**config.mk**
```make
export PLATFORM = sky130hd
export DESIGN_NAME = write_data_mask_flat
export DESIGN_NICKNAME = d
export VERILOG_FILES = /design/src/rtl/write_data_mask_if.sv /design/src/rtl/write_data_mask.sv /design/src/flat_wrapper.sv
export SDC_FILE = /design/constraint.sdc
export NUM_CORES = 1
export LEC_CHECK = 0
export CORE_UTILIZATION = 30
export DETAILED_ROUTE_END_ITERATION = 12
export PLACE_DENSITY = 0.64
export REMOVE_ABC_BUFFERS = 1
export SYNTH_ARGS = -nofsm -noshare
export SYNTH_HDL_FRONTEND = slang
export SYNTH_SLANG_ARGS = --single-unit
```
**constraint.sdc**
```tcl
create_clock -name clk -period 1.05 [get_ports clk]
set_input_delay 0.315 -clock clk [delete_from_list [all_inputs] [get_ports clk]]
set_output_delay 0.315 -clock clk [all_outputs]
set_load 0.02 [all_outputs]
```
**src/rtl/write_data_mask_if.sv**
```systemverilog
// Request/result bundle for the store-path byte-merge unit.
// master drives the merge request; slave (the merge unit) returns the registered line.
interface write_data_mask_if #(
  parameter int WORDS      = 4,
  parameter int WORD_BYTES = 4
);
  localparam int SEL_W  = (WORDS > 1) ? $clog2(WORDS) : 1;
  localparam int WORD_W = WORD_BYTES * 8;
  localparam int LINE_W = WORDS * WORD_W;

  logic              in_valid;
  logic [SEL_W-1:0]  word_s;
  logic [WORD_BYTES-1:0] mask;
  logic [WORD_W-1:0] w_data;
  logic [LINE_W-1:0] old_data;
  logic [LINE_W-1:0] new_data;
  logic              out_valid;

  modport master (
    output in_valid, word_s, mask, w_data, old_data,
    input  new_data, out_valid
  );

  modport slave (
    input  in_valid, word_s, mask, w_data, old_data,
    output new_data, out_valid
  );
endinterface

```
**src/rtl/write_data_mask.sv**
```systemverilog
// Byte-masked write-merge of one store word into a cache line, registered with one cycle latency.
module write_data_mask #(
  parameter int WORDS      = 4,
  parameter int WORD_BYTES = 4
) (
  input logic              clk,
  input logic              rst_n,
  write_data_mask_if.slave bus
);
  localparam int SEL_W  = (WORDS > 1) ? $clog2(WORDS) : 1;
  localparam int WORD_W = WORD_BYTES * 8;
  localparam int LINE_W = WORDS * WORD_W;

  // Handshake: a request is taken on every rising edge where in_valid is high
  // (no ready, no backpressure); out_valid is high for exactly the cycle after.
  logic [LINE_W-1:0] merged;

  always_comb begin
    merged = bus.old_data;
    for (int k = 0; k < WORDS; k++) begin
      for (int i = 0; i < WORD_BYTES; i++) begin
        if (bus.word_s == SEL_W'(k) && bus.mask[i]) begin
          merged[(k*WORD_BYTES + i)*8 +: 8] = bus.w_data[i*8 +: 8];
        end
      end
    end
  end

  // new_data holds across idle cycles; only out_valid drops.
  always_ff @(posedge clk or negedge rst_n) begin
    if (!rst_n) begin
      bus.new_data  <= '0;
      bus.out_valid <= 1'b0;
    end else begin
      bus.out_valid <= bus.in_valid;
      if (bus.in_valid) begin
        bus.new_data <= merged;
      end
    end
  end
endmodule

```
**src/flat_wrapper.sv**
```systemverilog
// flat-port wrapper written by rule: the top's interface ports become plain ports
module write_data_mask_flat 
#(
  parameter int WORDS      = 4,
  parameter int WORD_BYTES = 4
)
  (clk, rst_n, bus_in_valid, bus_word_s, bus_mask, bus_w_data, bus_old_data, bus_new_data, bus_out_valid);
  write_data_mask_if #(.WORDS(WORDS), .WORD_BYTES(WORD_BYTES)) bus_i ();
  input logic clk;
  input logic rst_n;
  input wire logic [$bits(bus_i.in_valid)-1:0] bus_in_valid;
  input wire logic [$bits(bus_i.word_s)-1:0] bus_word_s;
  input wire logic [$bits(bus_i.mask)-1:0] bus_mask;
  input wire logic [$bits(bus_i.w_data)-1:0] bus_w_data;
  input wire logic [$bits(bus_i.old_data)-1:0] bus_old_data;
  output wire logic [$bits(bus_i.new_data)-1:0] bus_new_data;
  output wire logic [$bits(bus_i.out_valid)-1:0] bus_out_valid;
  assign bus_i.in_valid = bus_in_valid;
  assign bus_i.word_s = bus_word_s;
  assign bus_i.mask = bus_mask;
  assign bus_i.w_data = bus_w_data;
  assign bus_i.old_data = bus_old_data;
  assign bus_new_data = bus_i.new_data;
  assign bus_out_valid = bus_i.out_valid;
  write_data_mask #(.WORDS(WORDS), .WORD_BYTES(WORD_BYTES)) u_core (.clk(clk), .rst_n(rst_n), .bus(bus_i));
endmodule
```
### Yosys cells after proc, flatten, opt, wreduce, memory -nomap -nowiden

Index checks and enable logic that the tools add are counted.

* equal/unequal tests: 3
* reductions and logical operators: 17
* mux-type cells: 16

Operators by type and width (count)
* two-way mux 8 bit: 16
* logical AND 1 bit: 16
* == test 2 bit (second input constant): 2
* == test 2 x 1 -> 1 bit (second input constant): 1
* logical NOT 2 bit: 1

* output and inout bits: 129
* logic and storage cells: 38
* input bits: 169
* flip-flop bits (word level): 129

### Logic depth before layout (Yosys ltp)

* depth after elaboration: 3
* mapped depth: 5

### Least setup slack after synthesis

No wires, ideal clock.

* path kind: in2reg
* start point: input bus_mask[1]
* end point: register u_core.bus.new_data[10]
* path slack: -245 ps
* cell stages on the path: 5
* required time: 909 ps
* data arrival time: 1154 ps
* cell sequence: buf_2 or3b_2 buf_2 nand2_1 a31oi_1

* cells in the longest elaborated chain, start to end: 2

Ends and longest elaborated chain
* start, declared: line flat_wrapper.sv:13 `input wire logic [$bits(bus_i.mask)-1:0] bus_mask;`
* logical AND 1 bit: line write_data_mask.sv:22 `if (bus.word_s == SEL_W'(k) && bus.mask[i]) begin`
* two-way mux 8 bit: line write_data_mask.sv:22
* end signal, assigned: line write_data_mask.sv:37 `bus.new_data <= merged;`
* end, declared: line write_data_mask_if.sv:26 `output new_data, out_valid`

Every way passes these cells.
A chain may end at the register's enable or synchronous reset.

### Worst setup path after layout

* start point: register u_core.bus.new_data[17]
* end point: output bus_new_data[17]

RTL lines
* end, declared: line flat_wrapper.sv:16 `output wire logic [$bits(bus_i.new_data)-1:0] bus_new_data;`

No word-level cell between the ends.

==> flow_metrics.tcl <==
set metrics [dict create \
    setup_ws_ns -0.238 \
    grt_pass1_vias 6524 \
    power_density_mw_per_mm2 1520 \
    clkPwrFrac 0.389 \
    nNetsFinal 1305 \
    drive_above_1_share 0.283 \
    drt_iter0_drc 367 \
    tightest_slew_ns 0.338 \
    multi_input_area_mm2 0.00254 \
    violations "negative setup slack" \
    r2r_end "u_core.bus.new_data[41]$_DFFE_PN0P_" \
    seqPwrFrac 0.346 \
    fmax_mhz 776 \
    cpPeakStageDelay_ns 0.41 \
    r2r_slack_ns 0.03 \
    power_leakage_uw 0.00510 \
    hp-class "in -> reg" \
    fin_util 0.577 \
    regArea_mm2 0.00323 \
    synthCells 727 \
    wire_per_inst_um 16.7 \
    wl_met2_mm 11.3 \
    critPathMaxFanout 2 \
    top_layer_used "met4" \
    start_util 0.308 \
    worstSetupEndpointType "output port" \
    first_pass_iters 7 \
    crit_family "flip-flops" \
    num-fill-cells 1744 \
    wl_met1_mm 10.3 \
    cts_tree "done" \
    maxCapViolCount 0 \
    cp_slowest_cell "dfrtp_1" \
    crit_type "reg -> out" \
    power.total_uw 17100 \
    holdCritStartpoint "bus_in_valid" \
    stdcell_area_mm2 0.0113 \
    dieArea_mm2 0.0206 \
    portBuffers 297 \
    place_area_mm2 0.00977 \
    relSlewSlack 0.775 \
    timing.rr.start "u_core.bus.new_data[41]$_DFFE_PN0P_" \
    hold-path-cell-count 2 \
    area_growth_pct 87.2 \
    slew_viol_final 0 \
    root_buffer "clkbuf_16" \
    vias_per_cell 4.77 \
    yosysWarningCount 0 \
    grt_pass1_wl_mm 35.3 \
    rows 51 \
    crit_arrival_ns 0.97 \
    switching_share 0.281 \
    worst-path-buf-inv 1 \
    finalHoldViolCount 0 \
    worstPathCellList "buf_6" \
    vias 6749 \
    cp-start-kind "flop" \
    grt_overflow 0 \
    clock_skew_ns 0 \
    finalWirelength_mm 23.7 \
    grtUsageTotal 0.227 \
    period_share 1.23 \
    die_x_um 144 \
    period_needed_ns 1.29 \
    p_int_uw 12300 \
    insertion_delay_ns 0.41 \
    r2r_cells 5 \
    antenna_found_initial 1 \
    synth_area_mm2 0.00601 \
    dpl.cell_count 1311 \
    seq_area_frac_synth 0.537 \
    switchingPower_uw 4800 \
    synth.avg_cell_area_um2 8.27 \
    status "complete, but fails checks" \
    vdd_drop_max_v 0.00109 \
    core_area_mm2 0.0195 \
    clk_path_buf_depth 2 \
    dp_slack_ns -0.824 \
    wl_met3_mm 1.78 \
    synth-seq-cells 129 \
    cts_made_buffers 17 \
    pwr-share-comb 0.265 \
    post-dp-hpwl_mm 16.4 \
    gp_congestion 0.810 \
    ys_types 16 \
    route.detailed.drc 0 \
    finalNonFillerCells 1415 \
    grt_max_degree 61 \
    postRouteAntennaNets 0 \
    cts.htree.levels 4 \
    die_h_um 144 \
    setup_viol 129 \
    worst_ep_required_time_ns 0.73 \
    cts_sinks 129 \
    clkTransAtPathRegs_ns 0.06 \
    rsz0062_at_grt "yes" \
    holdPathEnd "u_core.bus.new_data[61]$_DFFE_PN0P_" \
    pin_count 298 \
]
-- power groups by stage --
stage	Sequential, uW	Combinational, uW	Clock (uW)
2_1_floorplan	6500	700	0
3_3_place_gp	5870	3960	0
3_5_place_dp	5880	3980	0
4_1_cts	5900	4340	6750
5_1_grt	5950	4840	6960
6_report	5900	4530	6640
-- placed cells by master, fill, tap and decap left out, types with 2 or more instances in the layout --
cell / count
and3b_1: 5
clkinvlp_4: 3
nand2_1: 254
nor2_1: 127
clkinv_4: 2
bufinv_16: 5
buf_6: 142
or3b_4: 4
nor3b_4: 2
buf_4: 121
a31oi_1: 127
clkinv_2: 2
clkbuf_16: 19
nand2_2: 2
and3_1: 4
dlygate4sd2_1: 3
buf_16: 2
clkdlybuf4s50_1: 160
dfrtp_1: 129
nand3_1: 4
nand3b_1: 8
and3b_2: 3
buf_12: 12
nor3b_2: 2
-- cell type report --
class | instances | share of cell area
multi-input cells | 544 | 0.226
clock buffers | 19 | 0.0393
diodes | 1 | 0.000222
clock inverters | 13 | 0.0186
well taps | 265 | 0.0295
repair buffers | 444 | 0.400
flip-flops and latches | 129 | 0.287
-- kinds of logic (layout without fill, tap and decap cells) --
group,after synthesis,in the layout,synth area share
AND/OR/NAND/NOR,416,416,0.285
flip-flops,129,129,0.537
other,0,1,0
buffers and inverters,54,476,0.0451
AO/OA/AOI/OAI,128,128,0.133
-- through the flow --
stage	TNS (ns)	hold WS (ns)
6_report	-27.14	0.256
5_1_grt	-31.39	0.256
4_1_cts	-29.68	0.242
3_5_place_dp	-117.19	0.229
3_3_place_gp	-115.00	0.223
2_1_floorplan	-1.91	0.0194
-- flip-flops by register name (all words and copies together), names as in the netlist --
signal and flops:
u_core.bus.new_data 128, u_core.bus.out_valid 1
-- cells in the mapped netlist --
cell type,instances,area [um2]
nand3_1,4,20.0
a31oi_1,128,801
and3_1,4,25.0
buf_4,7,52.6
clkbuf_1,28,105
nor3b_4,2,37.5
or3b_2,3,26.3
or3b_1,1,8.76
dfrtp_1,129,3230
buf_2,16,80.1
nand3b_1,8,60.1
nand2_1,256,961
nor2_1,128,480
and3b_1,8,70.1
buf_6,3,33.8
nor3b_2,2,25.0
-- worst max path at each step --
stage	start	endpoint	slack (ns)	depth (start not counted)
after floorplan	bus_word_s[1]	u_core.bus.new_data[0]$_DFFE_PN0P_	-0.07	3
after global placement	bus_word_s[1]	u_core.bus.new_data[6]$_DFFE_PN0P_	-0.77	5
after detailed placement	bus_word_s[1]	u_core.bus.new_data[16]$_DFFE_PN0P_	-0.82	5
after CTS	u_core.bus.new_data[16]$_DFFE_PN0P_	bus_new_data[16]	-0.26	1
after global routing	u_core.bus.new_data[17]$_DFFE_PN0P_	bus_new_data[17]	-0.28	1
final	u_core.bus.new_data[17]$_DFFE_PN0P_	bus_new_data[17]	-0.24	1
-- routing by layer --
layer | GRT usage | up-vias
met1 | 0.289 | 3172
met3 | 0.0573 | 23
met2 | 0.378 | 279
met5 | 0 | -
met4 | 0.0638 | 0
li1 | - | 3275
-- timing repair --
item | CTS | global route
gates cloned | 2 | 2
hold endpoints to repair | 17 | 0
gates resized for setup | 798 | 11
pin swaps | 8 | 5
buffers inserted | 36 | 30
setup endpoints to repair | 257 | 189
hold buffers | 1 | 0
(Power assumes the default switching activity.)
